**src/rtl/funct_seq_unit.sv**
```systemverilog
// ID-stage ALU function-code generator with a registered ID->EX slot and HI/LO busy sequencing.
// Optional FUNCT_SEQ_RI_EN adds the ri_exc output and reserved-instruction detection.
module funct_seq_unit #(
    parameter int unsigned OP_W       = 6,
    parameter int unsigned FUNCT_W    = 6,
    parameter int unsigned MUL_CYCLES = 4,
    parameter int unsigned DIV_CYCLES = 32,
    parameter int unsigned CNT_W      = 6
) (
    input  logic               clk,
    input  logic               rst,
    input  logic               flush,
    input  logic               in_valid,
    output logic               in_ready,
    input  logic [OP_W-1:0]    op,
    input  logic [FUNCT_W-1:0] funct_in,
    output logic               out_valid,
    input  logic               out_ready,
    output logic [FUNCT_W-1:0] funct,
    output logic               out_multi,
    output logic               busy
`ifdef FUNCT_SEQ_RI_EN
    ,
    output logic               ri_exc
`endif
);

    localparam logic [OP_W-1:0] OP_SPECIAL = OP_W'(6'h00);
    localparam logic [OP_W-1:0] OP_JAL     = OP_W'(6'h03);
    localparam logic [OP_W-1:0] OP_ADDI    = OP_W'(6'h08);
    localparam logic [OP_W-1:0] OP_ADDIU   = OP_W'(6'h09);
    localparam logic [OP_W-1:0] OP_SLTI    = OP_W'(6'h0a);
    localparam logic [OP_W-1:0] OP_SLTIU   = OP_W'(6'h0b);
    localparam logic [OP_W-1:0] OP_ANDI    = OP_W'(6'h0c);
    localparam logic [OP_W-1:0] OP_ORI     = OP_W'(6'h0d);
    localparam logic [OP_W-1:0] OP_XORI    = OP_W'(6'h0e);
    localparam logic [OP_W-1:0] OP_LUI     = OP_W'(6'h0f);
    localparam logic [OP_W-1:0] OP_LB      = OP_W'(6'h20);
    localparam logic [OP_W-1:0] OP_LH      = OP_W'(6'h21);
    localparam logic [OP_W-1:0] OP_LW      = OP_W'(6'h23);
    localparam logic [OP_W-1:0] OP_LBU     = OP_W'(6'h24);
    localparam logic [OP_W-1:0] OP_LHU     = OP_W'(6'h25);
    localparam logic [OP_W-1:0] OP_SB      = OP_W'(6'h28);
    localparam logic [OP_W-1:0] OP_SH      = OP_W'(6'h29);
    localparam logic [OP_W-1:0] OP_SW      = OP_W'(6'h2b);

    // ALU codes share the MIPS funct field encoding; NOP is sll $0,$0,0.
    localparam logic [FUNCT_W-1:0] FUNCT_NOP   = FUNCT_W'(6'h00);
    localparam logic [FUNCT_W-1:0] FUNCT_MULT  = FUNCT_W'(6'h18);
    localparam logic [FUNCT_W-1:0] FUNCT_MULTU = FUNCT_W'(6'h19);
    localparam logic [FUNCT_W-1:0] FUNCT_DIV   = FUNCT_W'(6'h1a);
    localparam logic [FUNCT_W-1:0] FUNCT_DIVU  = FUNCT_W'(6'h1b);
    localparam logic [FUNCT_W-1:0] FUNCT_ADD   = FUNCT_W'(6'h20);
    localparam logic [FUNCT_W-1:0] FUNCT_ADDU  = FUNCT_W'(6'h21);
    localparam logic [FUNCT_W-1:0] FUNCT_AND   = FUNCT_W'(6'h24);
    localparam logic [FUNCT_W-1:0] FUNCT_OR    = FUNCT_W'(6'h25);
    localparam logic [FUNCT_W-1:0] FUNCT_XOR   = FUNCT_W'(6'h26);
    localparam logic [FUNCT_W-1:0] FUNCT_SLT   = FUNCT_W'(6'h2a);
    localparam logic [FUNCT_W-1:0] FUNCT_SLTU  = FUNCT_W'(6'h2b);

    localparam logic [CNT_W-1:0] MUL_LOAD = CNT_W'(MUL_CYCLES - 1);
    localparam logic [CNT_W-1:0] DIV_LOAD = CNT_W'(DIV_CYCLES - 1);

    typedef enum logic [0:0] {IDLE, BUSY} state_t;

    state_t             state, state_nxt;
    logic [CNT_W-1:0]   cnt, cnt_nxt;
    logic [FUNCT_W-1:0] dec_funct;
    logic               dec_multi;
    logic               accept, handoff, slot_is_mul;
`ifdef FUNCT_SEQ_RI_EN
    logic               dec_ri, special_known;
`endif

    assign accept      = in_valid && in_ready;
    assign handoff     = out_valid && out_ready;
    assign slot_is_mul = (funct == FUNCT_MULT) || (funct == FUNCT_MULTU);
    assign dec_multi   = (op == OP_SPECIAL) &&
                         (funct_in inside {FUNCT_MULT, FUNCT_MULTU, FUNCT_DIV, FUNCT_DIVU});

`ifdef FUNCT_SEQ_RI_EN
    assign special_known = funct_in inside {
        FUNCT_W'(6'h00), FUNCT_W'(6'h02), FUNCT_W'(6'h03), FUNCT_W'(6'h04),
        FUNCT_W'(6'h06), FUNCT_W'(6'h07), FUNCT_W'(6'h08), FUNCT_W'(6'h09),
        FUNCT_W'(6'h10), FUNCT_W'(6'h11), FUNCT_W'(6'h12), FUNCT_W'(6'h13),
        FUNCT_MULT, FUNCT_MULTU, FUNCT_DIV, FUNCT_DIVU,
        FUNCT_ADD, FUNCT_ADDU, FUNCT_W'(6'h22), FUNCT_W'(6'h23),
        FUNCT_AND, FUNCT_OR, FUNCT_XOR, FUNCT_W'(6'h27), FUNCT_SLT, FUNCT_SLTU};
`endif

    // Opcode to ALU function decode.
    always_comb begin
        dec_funct = FUNCT_NOP;
`ifdef FUNCT_SEQ_RI_EN
        dec_ri    = 1'b0;
`endif
        case (op)
            OP_SPECIAL: begin
                dec_funct = funct_in;
`ifdef FUNCT_SEQ_RI_EN
                if (!special_known) begin
                    dec_funct = FUNCT_NOP;
                    dec_ri    = 1'b1;
                end
`endif
            end
            OP_LUI, OP_ORI, OP_JAL: dec_funct = FUNCT_OR;
            OP_ANDI:                dec_funct = FUNCT_AND;
            OP_XORI:                dec_funct = FUNCT_XOR;
            OP_ADDI:                dec_funct = FUNCT_ADD;
            OP_SLTI:                dec_funct = FUNCT_SLT;
            OP_SLTIU:               dec_funct = FUNCT_SLTU;
            OP_LB, OP_LBU, OP_LH, OP_LHU, OP_LW,
            OP_SB, OP_SH, OP_SW, OP_ADDIU: dec_funct = FUNCT_ADDU;
            default: begin
                dec_funct = FUNCT_NOP;
`ifdef FUNCT_SEQ_RI_EN
                dec_ri    = 1'b1;
`endif
            end
        endcase
    end

    always_ff @(posedge clk or posedge rst) begin
        if (rst) begin
            state <= IDLE;
            cnt   <= '0;
        end else begin
            state <= state_nxt;
            cnt   <= cnt_nxt;
        end
    end

    // A flush aborts sequencing; a multi op handed off (without flush) starts it.
    always_comb begin
        state_nxt = state;
        cnt_nxt   = cnt;
        if (flush) begin
            state_nxt = IDLE;
            cnt_nxt   = '0;
        end else begin
            case (state)
                IDLE: begin
                    if (handoff && out_multi) begin
                        state_nxt = BUSY;
                        cnt_nxt   = slot_is_mul ? MUL_LOAD : DIV_LOAD;
                    end
                end
                BUSY: begin
                    if (cnt == '0) state_nxt = IDLE;
                    else           cnt_nxt   = cnt - CNT_W'(1);
                end
                default: begin
                    state_nxt = IDLE;
                    cnt_nxt   = '0;
                end
            endcase
        end
    end

    // A multi op still in the slot blocks accept so it cannot be overtaken before BUSY.
    always_comb begin
        busy     = (state == BUSY);
        in_ready = !flush && (state == IDLE) && (!out_valid || out_ready) &&
                   !(out_valid && out_multi);
    end

    always_ff @(posedge clk or posedge rst) begin
        if (rst) begin
            out_valid <= 1'b0;
            funct     <= FUNCT_NOP;
            out_multi <= 1'b0;
`ifdef FUNCT_SEQ_RI_EN
            ri_exc    <= 1'b0;
`endif
        end else if (flush) begin
            out_valid <= 1'b0;
            out_multi <= 1'b0;
`ifdef FUNCT_SEQ_RI_EN
            ri_exc    <= 1'b0;
`endif
        end else if (accept) begin
            out_valid <= 1'b1;
            funct     <= dec_funct;
            out_multi <= dec_multi;
`ifdef FUNCT_SEQ_RI_EN
            ri_exc    <= dec_ri;
`endif
        end else if (handoff) begin
            out_valid <= 1'b0;
        end
    end

endmodule

```
**config.mk**
```make
export PLATFORM = sky130hd
export DESIGN_NAME = funct_seq_unit
export DESIGN_NICKNAME = d
export VERILOG_FILES = /design/src/rtl/funct_seq_unit.sv
export SDC_FILE = /design/constraint.sdc
export NUM_CORES = 1
export LEC_CHECK = 0
export ABC_CLOCK_PERIOD_IN_PS = 2020
export CELL_PAD_IN_SITES_DETAIL_PLACEMENT = 1
export CELL_PAD_IN_SITES_GLOBAL_PLACEMENT = 2
export CORE_UTILIZATION = 27
export CTS_CLUSTER_SIZE = 12
export DETAILED_ROUTE_END_ITERATION = 8
export PLACE_DENSITY = 0.84
export SETUP_SLACK_MARGIN = 0.1
export SLEW_MARGIN = 10
export SYNTH_ARGS = -nofsm -noshare
export SYNTH_HDL_FRONTEND = slang
export SYNTH_SLANG_ARGS = --single-unit
```
**constraint.sdc**
```tcl
create_clock -name clk -period 2.02 [get_ports clk]
set_clock_uncertainty 0.1 [all_clocks]
set_input_delay 0.404 -clock clk [delete_from_list [all_inputs] [get_ports clk]]
set_output_delay 0.404 -clock clk [all_outputs]
set_load 0.005 [all_outputs]
```
==> impl_metrics.env, run 1 <==
export IMPL_worstSetupPathType="input pin to output port"
export IMPL_postSynthCellCount=102
export IMPL_cp_required_ns=1.52
export IMPL_place_area_um2=1350
export IMPL_r2r_end="cnt[1]$_DFFE_PP0P_"
export IMPL_wl_met1_um=1120
export IMPL_wl_met2_um=1270
export IMPL_clock_latency_ns=0.29
export IMPL_r2r_cells=7
export IMPL_yosys_top_cells_area="dfrtp_1 (40%), nand2_1 (4.0%), o21ai_0 (3.8%), ha_1 (2.7%), nor2b_1 (2.7%)"
export IMPL_wl_met3_um=81
export IMPL_gp_congestion=0.761
export IMPL_drive_gt1_frac=0.181
export IMPL_endpoint="in_ready"
export IMPL_htree_levels=1
export IMPL_viasPerCell=5.02
export IMPL_placed_cells=184
export IMPL_start_util=0.294
export IMPL_synth_area_um2=928
export IMPL_end_kind="output port"
export IMPL_peakVddDrop_v=0.000163
export IMPL_maxSlewViolCount=0
export IMPL_drc=0
export IMPL_firstDrtPassIters=4
export IMPL_status="completed"
export IMPL_drt_iter0_markers=40
export IMPL_hold_viol_final=0
export IMPL_synth_cell_types=43
export IMPL_synth_nets=121
export IMPL_cts_hold_buf=0
export IMPL_crit_start="out_ready"
export IMPL_ff2ff_setup_slack_ns=0.28
export IMPL_gr_usage_all_layers=0.160
export IMPL_synth_seq_cells=15
export IMPL_overflow=0
export IMPL_setup_ws_ns=0.119
export IMPL_antenna_cells=0
export IMPL_totalPowerFinal_mw=0.635
export IMPL_fin_nets=164
export IMPL_tightest_slew_ns=0.590
export IMPL_hpwl_um=2000
export IMPL_ys_seq_area_frac=0.404
export IMPL_top_signal_layer_used="met4"
export IMPL_numCtsBuffers=3
export IMPL_routed_wl_um=2520
export IMPL_post_cts_setup_buffers=0
export IMPL_core_um2=3150
export IMPL_multi_input_area_um2=531
export IMPL_clk_pin_slew_worst_paths_ns=0.10
export IMPL_regArea_um2=375
export IMPL_die_area_um2=3680
export IMPL_maxSlewHeadroom=0.606
export IMPL_synth_edf_count=0
export IMPL_ys_flop_type="dfrtp_1"
export IMPL_cts_tree="yes"
export IMPL_first_global_vias=984
export IMPL_vias=944
export IMPL_syn_area_per_cell_um2=9.10
export IMPL_yosysWarnings=0
export IMPL_yosys_area_top_type_share=0.404
export IMPL_worstHoldPathType="input pin to asynchronous set/reset pin"
export IMPL_io_pins=27
export IMPL_period_share=0.941
export IMPL_power_density_nw_per_um2=457
export IMPL_p_leak_nw=0.579
export IMPL_final_antenna_net_count=0
export IMPL_rows=20
export IMPL_finalSetupViolCount=0
export IMPL_final_cells=188
export IMPL_min_period_ns=1.90
export IMPL_r2r_start="cnt[0]$_DFFE_PP0P_"
export IMPL_syn_to_final_growth_pct=49.6
export IMPL_die_width_um=60.6
export IMPL_yosys_top_cells_count="dfrtp_1 (15), nand2_1 (10), o21ai_0 (7), inv_1 (6), nor2_1 (6)"
export IMPL_synth_area_leader_cell="dfrtp_1"
export IMPL_fill_cells=395
export IMPL_synth_most_common_cell="dfrtp_1"
export IMPL_antenna_found_initial=0
export IMPL_fp_dieH_um=60.6
export IMPL_placement_io_buffers=26
export IMPL_fmax_mhz=526
export IMPL_cts_root_buf="clkbuf_4"
export IMPL_critPathLaunchType="input pin"
export IMPL_clk_path_buf_depth=2
export IMPL_final_cell_area_um2=1390
export IMPL_clock_sinks=15
export IMPL_rsz0062_at_grt="yes"
export IMPL_arrival_ns=1.40
export IMPL_cap_violations=0
export IMPL_async_reset_ff_frac=1.00
export IMPL_worstPathMaxFanout=2
export IMPL_grt_pass1_wl_um=4400
export IMPL_wl_per_cell_um=13.4
export IMPL_post_place_ws_ns=-0.171
export IMPL_grt_max_degree=16
-- kinds of logic after synthesis --
logic type      share of synthesized area
flops                               0.404
xor+xnor                           0.0189
buf+inv                            0.0445
compound gates                      0.213
mux                                0.0108
fa+ha+maj                          0.0269
simple gates                        0.282
-- layer usage --
metal,up-vias,track usage
met1,452,0.199
li1,464,-
met5,-,0
met3,4,0.0171
met4,0,0.0682
met2,24,0.281
-- registers in the layout, indices dropped and copies added, names as in the netlist --
signal	cells
cnt	6
funct	6
busy	1
out_multi	1
out_valid	1
-- where the power goes --
part | total, mW | switching [mW] | leakage, nW | internal (mW)
sequential | 0.318 | 0.00808 | 0.206 | 0.310
clock | 0.176 | 0.0996 | 0.0150 | 0.0767
combinational | 0.141 | 0.0582 | 0.358 | 0.0825
-- placed cells by master (no fill, tap or decap), types with 4 or more instances in the layout --
master           netlist  layout
clkdlybuf4s50_1        0      25
dfrtp_1               15      15
buf_4                  0      16
nor3_1                 4       4
nand2_1               10      10
inv_1                  6       6
o21ai_0                7       7
nor2_1                 6       5
-- critical path, cell delays in order --
cell and delay, ns:
clkdlybuf4s50_1 0.44, nor2b_4 0.14, o21a_1 0.16, dlygate4sd2_1 0.25
-- repair_timing --
item,in CTS,in global routing
gates resized for setup,4,1
pin swaps,0,1
setup endpoints to repair,1,4
-- how the worst min path moves through the flow --
stage | start | end | slack [ns] | cells after the start
6_report | rst | cnt[0]$_DFFE_PP0P_ | 0.38 | 2
4_1_cts | funct[0]$_DFFE_PP0P_ | funct[0]$_DFFE_PP0P_ | 0.39 | 2
5_1_grt | rst | funct[5]$_DFFE_PP0P_ | 0.43 | 2
3_3_place_gp | funct[0]$_DFFE_PP0P_ | funct[0]$_DFFE_PP0P_ | 0.37 | 2
3_5_place_dp | funct[0]$_DFFE_PP0P_ | funct[0]$_DFFE_PP0P_ | 0.37 | 2
2_1_floorplan | rst | busy$_DFF_PP0_ | 0.21 | 1
-- layout make-up --
class,count,share of cell area
Multi-Input combinational cell,77,0.382
Timing Repair Buffer,42,0.273
Inverter,6,0.0162
Clock buffer,4,0.0189
Sequential cell,15,0.270
Tap cell,44,0.0396
-- metrics by stage --
step / setup TNS, ns / utilization / hold slack (ns)
finish: 0 / 0.440 / 0.382
global route: 0 / 0.440 / 0.430
CTS: 0 / 0.438 / 0.389
detailed placement: -0.422 / 0.427 / 0.369
global placement: -0.231 / 0.427 / 0.369
floorplan: 0 / - / 0.205
(Power assumes the default switching activity.)
==> inputs of run 2 (changes only) <==
--- a/config.mk
+++ b/config.mk
@@ -8,6 +8,7 @@
 export ABC_CLOCK_PERIOD_IN_PS = 2020
 export CELL_PAD_IN_SITES_DETAIL_PLACEMENT = 1
 export CELL_PAD_IN_SITES_GLOBAL_PLACEMENT = 2
+export CORE_ASPECT_RATIO = 1.25
 export CORE_UTILIZATION = 27
 export CTS_CLUSTER_SIZE = 12
 export DETAILED_ROUTE_END_ITERATION = 8
==> run 2 against run 1 <==
Fmax is 2.3% higher. Highest routed layer unchanged. Critical path depth is 1 higher. Largest power group unchanged. Cell area down 0.45%. Sequential cell count unchanged. Sequential power about the same. Sequential share of layout area rose by 0.12 points. Die area about the same. Critical endpoint is now funct[3]$_DFFE_PP0P_.
==> impl_metrics.env, run 2 (same netlist as run 1, synthesis figures left out) <==
export IMPL_status="completed"
export IMPL_hold_viol_final=0
export IMPL_syn_to_final_growth_pct=48.9
export IMPL_period_share=0.920
export IMPL_crit_start="op[0]"
export IMPL_ff2ff_setup_slack_ns=0.27
export IMPL_r2r_end="cnt[4]$_DFFE_PP0P_"
export IMPL_grt_pass1_wl_um=4340
export IMPL_r2r_start="cnt[0]$_DFFE_PP0P_"
export IMPL_viasPerCell=5.28
export IMPL_power_density_nw_per_um2=509
export IMPL_die_area_um2=3680
export IMPL_rsz0062_at_grt="yes"
export IMPL_fp_dieH_um=67.6
export IMPL_routed_wl_um=2710
export IMPL_worstPathMaxFanout=3
export IMPL_clk_path_buf_depth=2
export IMPL_final_cell_area_um2=1380
export IMPL_grt_max_degree=16
export IMPL_placement_io_buffers=26
export IMPL_core_um2=3250
export IMPL_reg_largest_list="cnt: 6 flops, funct: 6 flops"
export IMPL_start_util=0.285
export IMPL_worstSetupPathType="input pin to register"
export IMPL_cts_root_buf="clkbuf_8"
export IMPL_power_frac_seq=0.453
export IMPL_clockPowerShare=0.350
export IMPL_cts_tree="yes"
export IMPL_maxSlewHeadroom=0.606
export IMPL_clock_latency_ns=0.25
export IMPL_arrival_ns=1.93
export IMPL_first_global_vias=986
export IMPL_numCtsBuffers=3
export IMPL_drive_gt1_frac=0.169
export IMPL_overflow=0
export IMPL_endpoint="funct[3]$_DFFE_PP0P_"
export IMPL_r2r_cells=7
export IMPL_drc=0
export IMPL_peakVddDrop_v=0.000278
export IMPL_die_width_um=54.4
export IMPL_worstHoldPathType="register to register"
export IMPL_gr_usage_all_layers=0.162
export IMPL_firstDrtPassIters=4
export IMPL_fmax_mhz=538
export IMPL_cp_required_ns=2.09
export IMPL_end_kind="register"
export IMPL_place_area_um2=1310
export IMPL_cap_violations=0
export IMPL_clock_sinks=15
export IMPL_gp_congestion=0.744
export IMPL_clk_pin_slew_worst_paths_ns=0.06
export IMPL_finalSetupViolCount=0
export IMPL_drt_iter0_markers=25
export IMPL_antenna_cells=0
export IMPL_hpwl_um=2160
export IMPL_final_cells=179
export IMPL_fin_nets=162
export IMPL_final_common_cell="clkdlybuf4s50_1"
export IMPL_tightest_slew_ns=0.591
export IMPL_htree_levels=1
export IMPL_p_sw_frac=0.249
export IMPL_maxSlewViolCount=0
export IMPL_layout_common_cells="clkdlybuf4s50_1 (21), dfrtp_1 (15), buf_4 (14)"
export IMPL_antenna_found_initial=0
export IMPL_comb_power_share=0.197
export IMPL_final_antenna_net_count=0
export IMPL_rows=23
export IMPL_switching_power_mw=0.175
export IMPL_wl_per_cell_um=15.1
export IMPL_io_pins=27
export IMPL_p_leak_nw=0.590
export IMPL_critPathLaunchType="input pin"
export IMPL_min_period_ns=1.86
export IMPL_cts_hold_buf=0
export IMPL_internal_power_mw=0.529
export IMPL_placed_cells=174
export IMPL_vias=945
[run 2: power groups by stage]
stage | Sequential, mW | Clock (mW) | Combinational [mW]
floorplan | 0.323 | 0 | 0.0454
global placement | 0.324 | 0 | 0.132
detailed placement | 0.324 | 0 | 0.137
CTS | 0.319 | 0.251 | 0.137
global route | 0.320 | 0.262 | 0.149
finish | 0.319 | 0.246 | 0.138
[run 2: worst min path at each step]
stage | startpoint | to | slack (ns) | cells past startpoint
floorplan | rst | busy$_DFF_PP0_ | 0.21 | 1
global placement | funct[0]$_DFFE_PP0P_ | funct[0]$_DFFE_PP0P_ | 0.37 | 2
detailed placement | funct[0]$_DFFE_PP0P_ | funct[0]$_DFFE_PP0P_ | 0.37 | 2
CTS | funct[0]$_DFFE_PP0P_ | funct[0]$_DFFE_PP0P_ | 0.39 | 2
global route | funct[0]$_DFFE_PP0P_ | funct[0]$_DFFE_PP0P_ | 0.43 | 2
finish | funct[0]$_DFFE_PP0P_ | funct[0]$_DFFE_PP0P_ | 0.38 | 2
[run 2: critical path, stage by stage]
cell and delay, ns:
clkdlybuf4s50_1 0.50, nor4b_1 0.36, a21oi_1 0.07, or4_1 0.44, o21ai_0 0.16
[run 2: timing repair]
| item | CTS | global route |
|---|---|---|
| pin swaps | 2 | 0 |
| resized for setup | 7 | 3 |
| gates cloned | 0 | 0 |
| buffers inserted | 1 | 0 |
| setup endpoints to repair | 2 | 2 |
[run 2: layout make-up]
class / instances / area, um^2
well taps: 37 / 46.3
flip-flops and latches: 15 / 375
multi-input cells: 77 / 531
inverters: 6 / 22.5
fillers: 390 / 1870
clock buffers: 4 / 45.0
repair buffers: 40 / 363
[run 2: through the flow]
step / utilization / setup TNS, ns / setup slack, ns / hold slack, ns / power (mW)
5_1_grt: 0.425 / 0 / 0.0989 / 0.432 / 0.731
3_3_place_gp: 0.404 / -0.449 / -0.132 / 0.368 / 0.456
4_1_cts: 0.422 / 0 / 0.139 / 0.387 / 0.707
2_1_floorplan: - / 0 / 0.386 / 0.205 / 0.369
3_5_place_dp: 0.404 / -0.918 / -0.207 / 0.373 / 0.462
6_report: 0.425 / 0 / 0.162 / 0.383 / 0.704
[run 2: metal layers]
layer	GRT usage	routed length, um	vias up
met2	0.316	1510	21
met3	0.0270	84	6
met5	0	0	-
met1	0.165	1060	459
met4	0.0577	48	0
li1	-	-	459
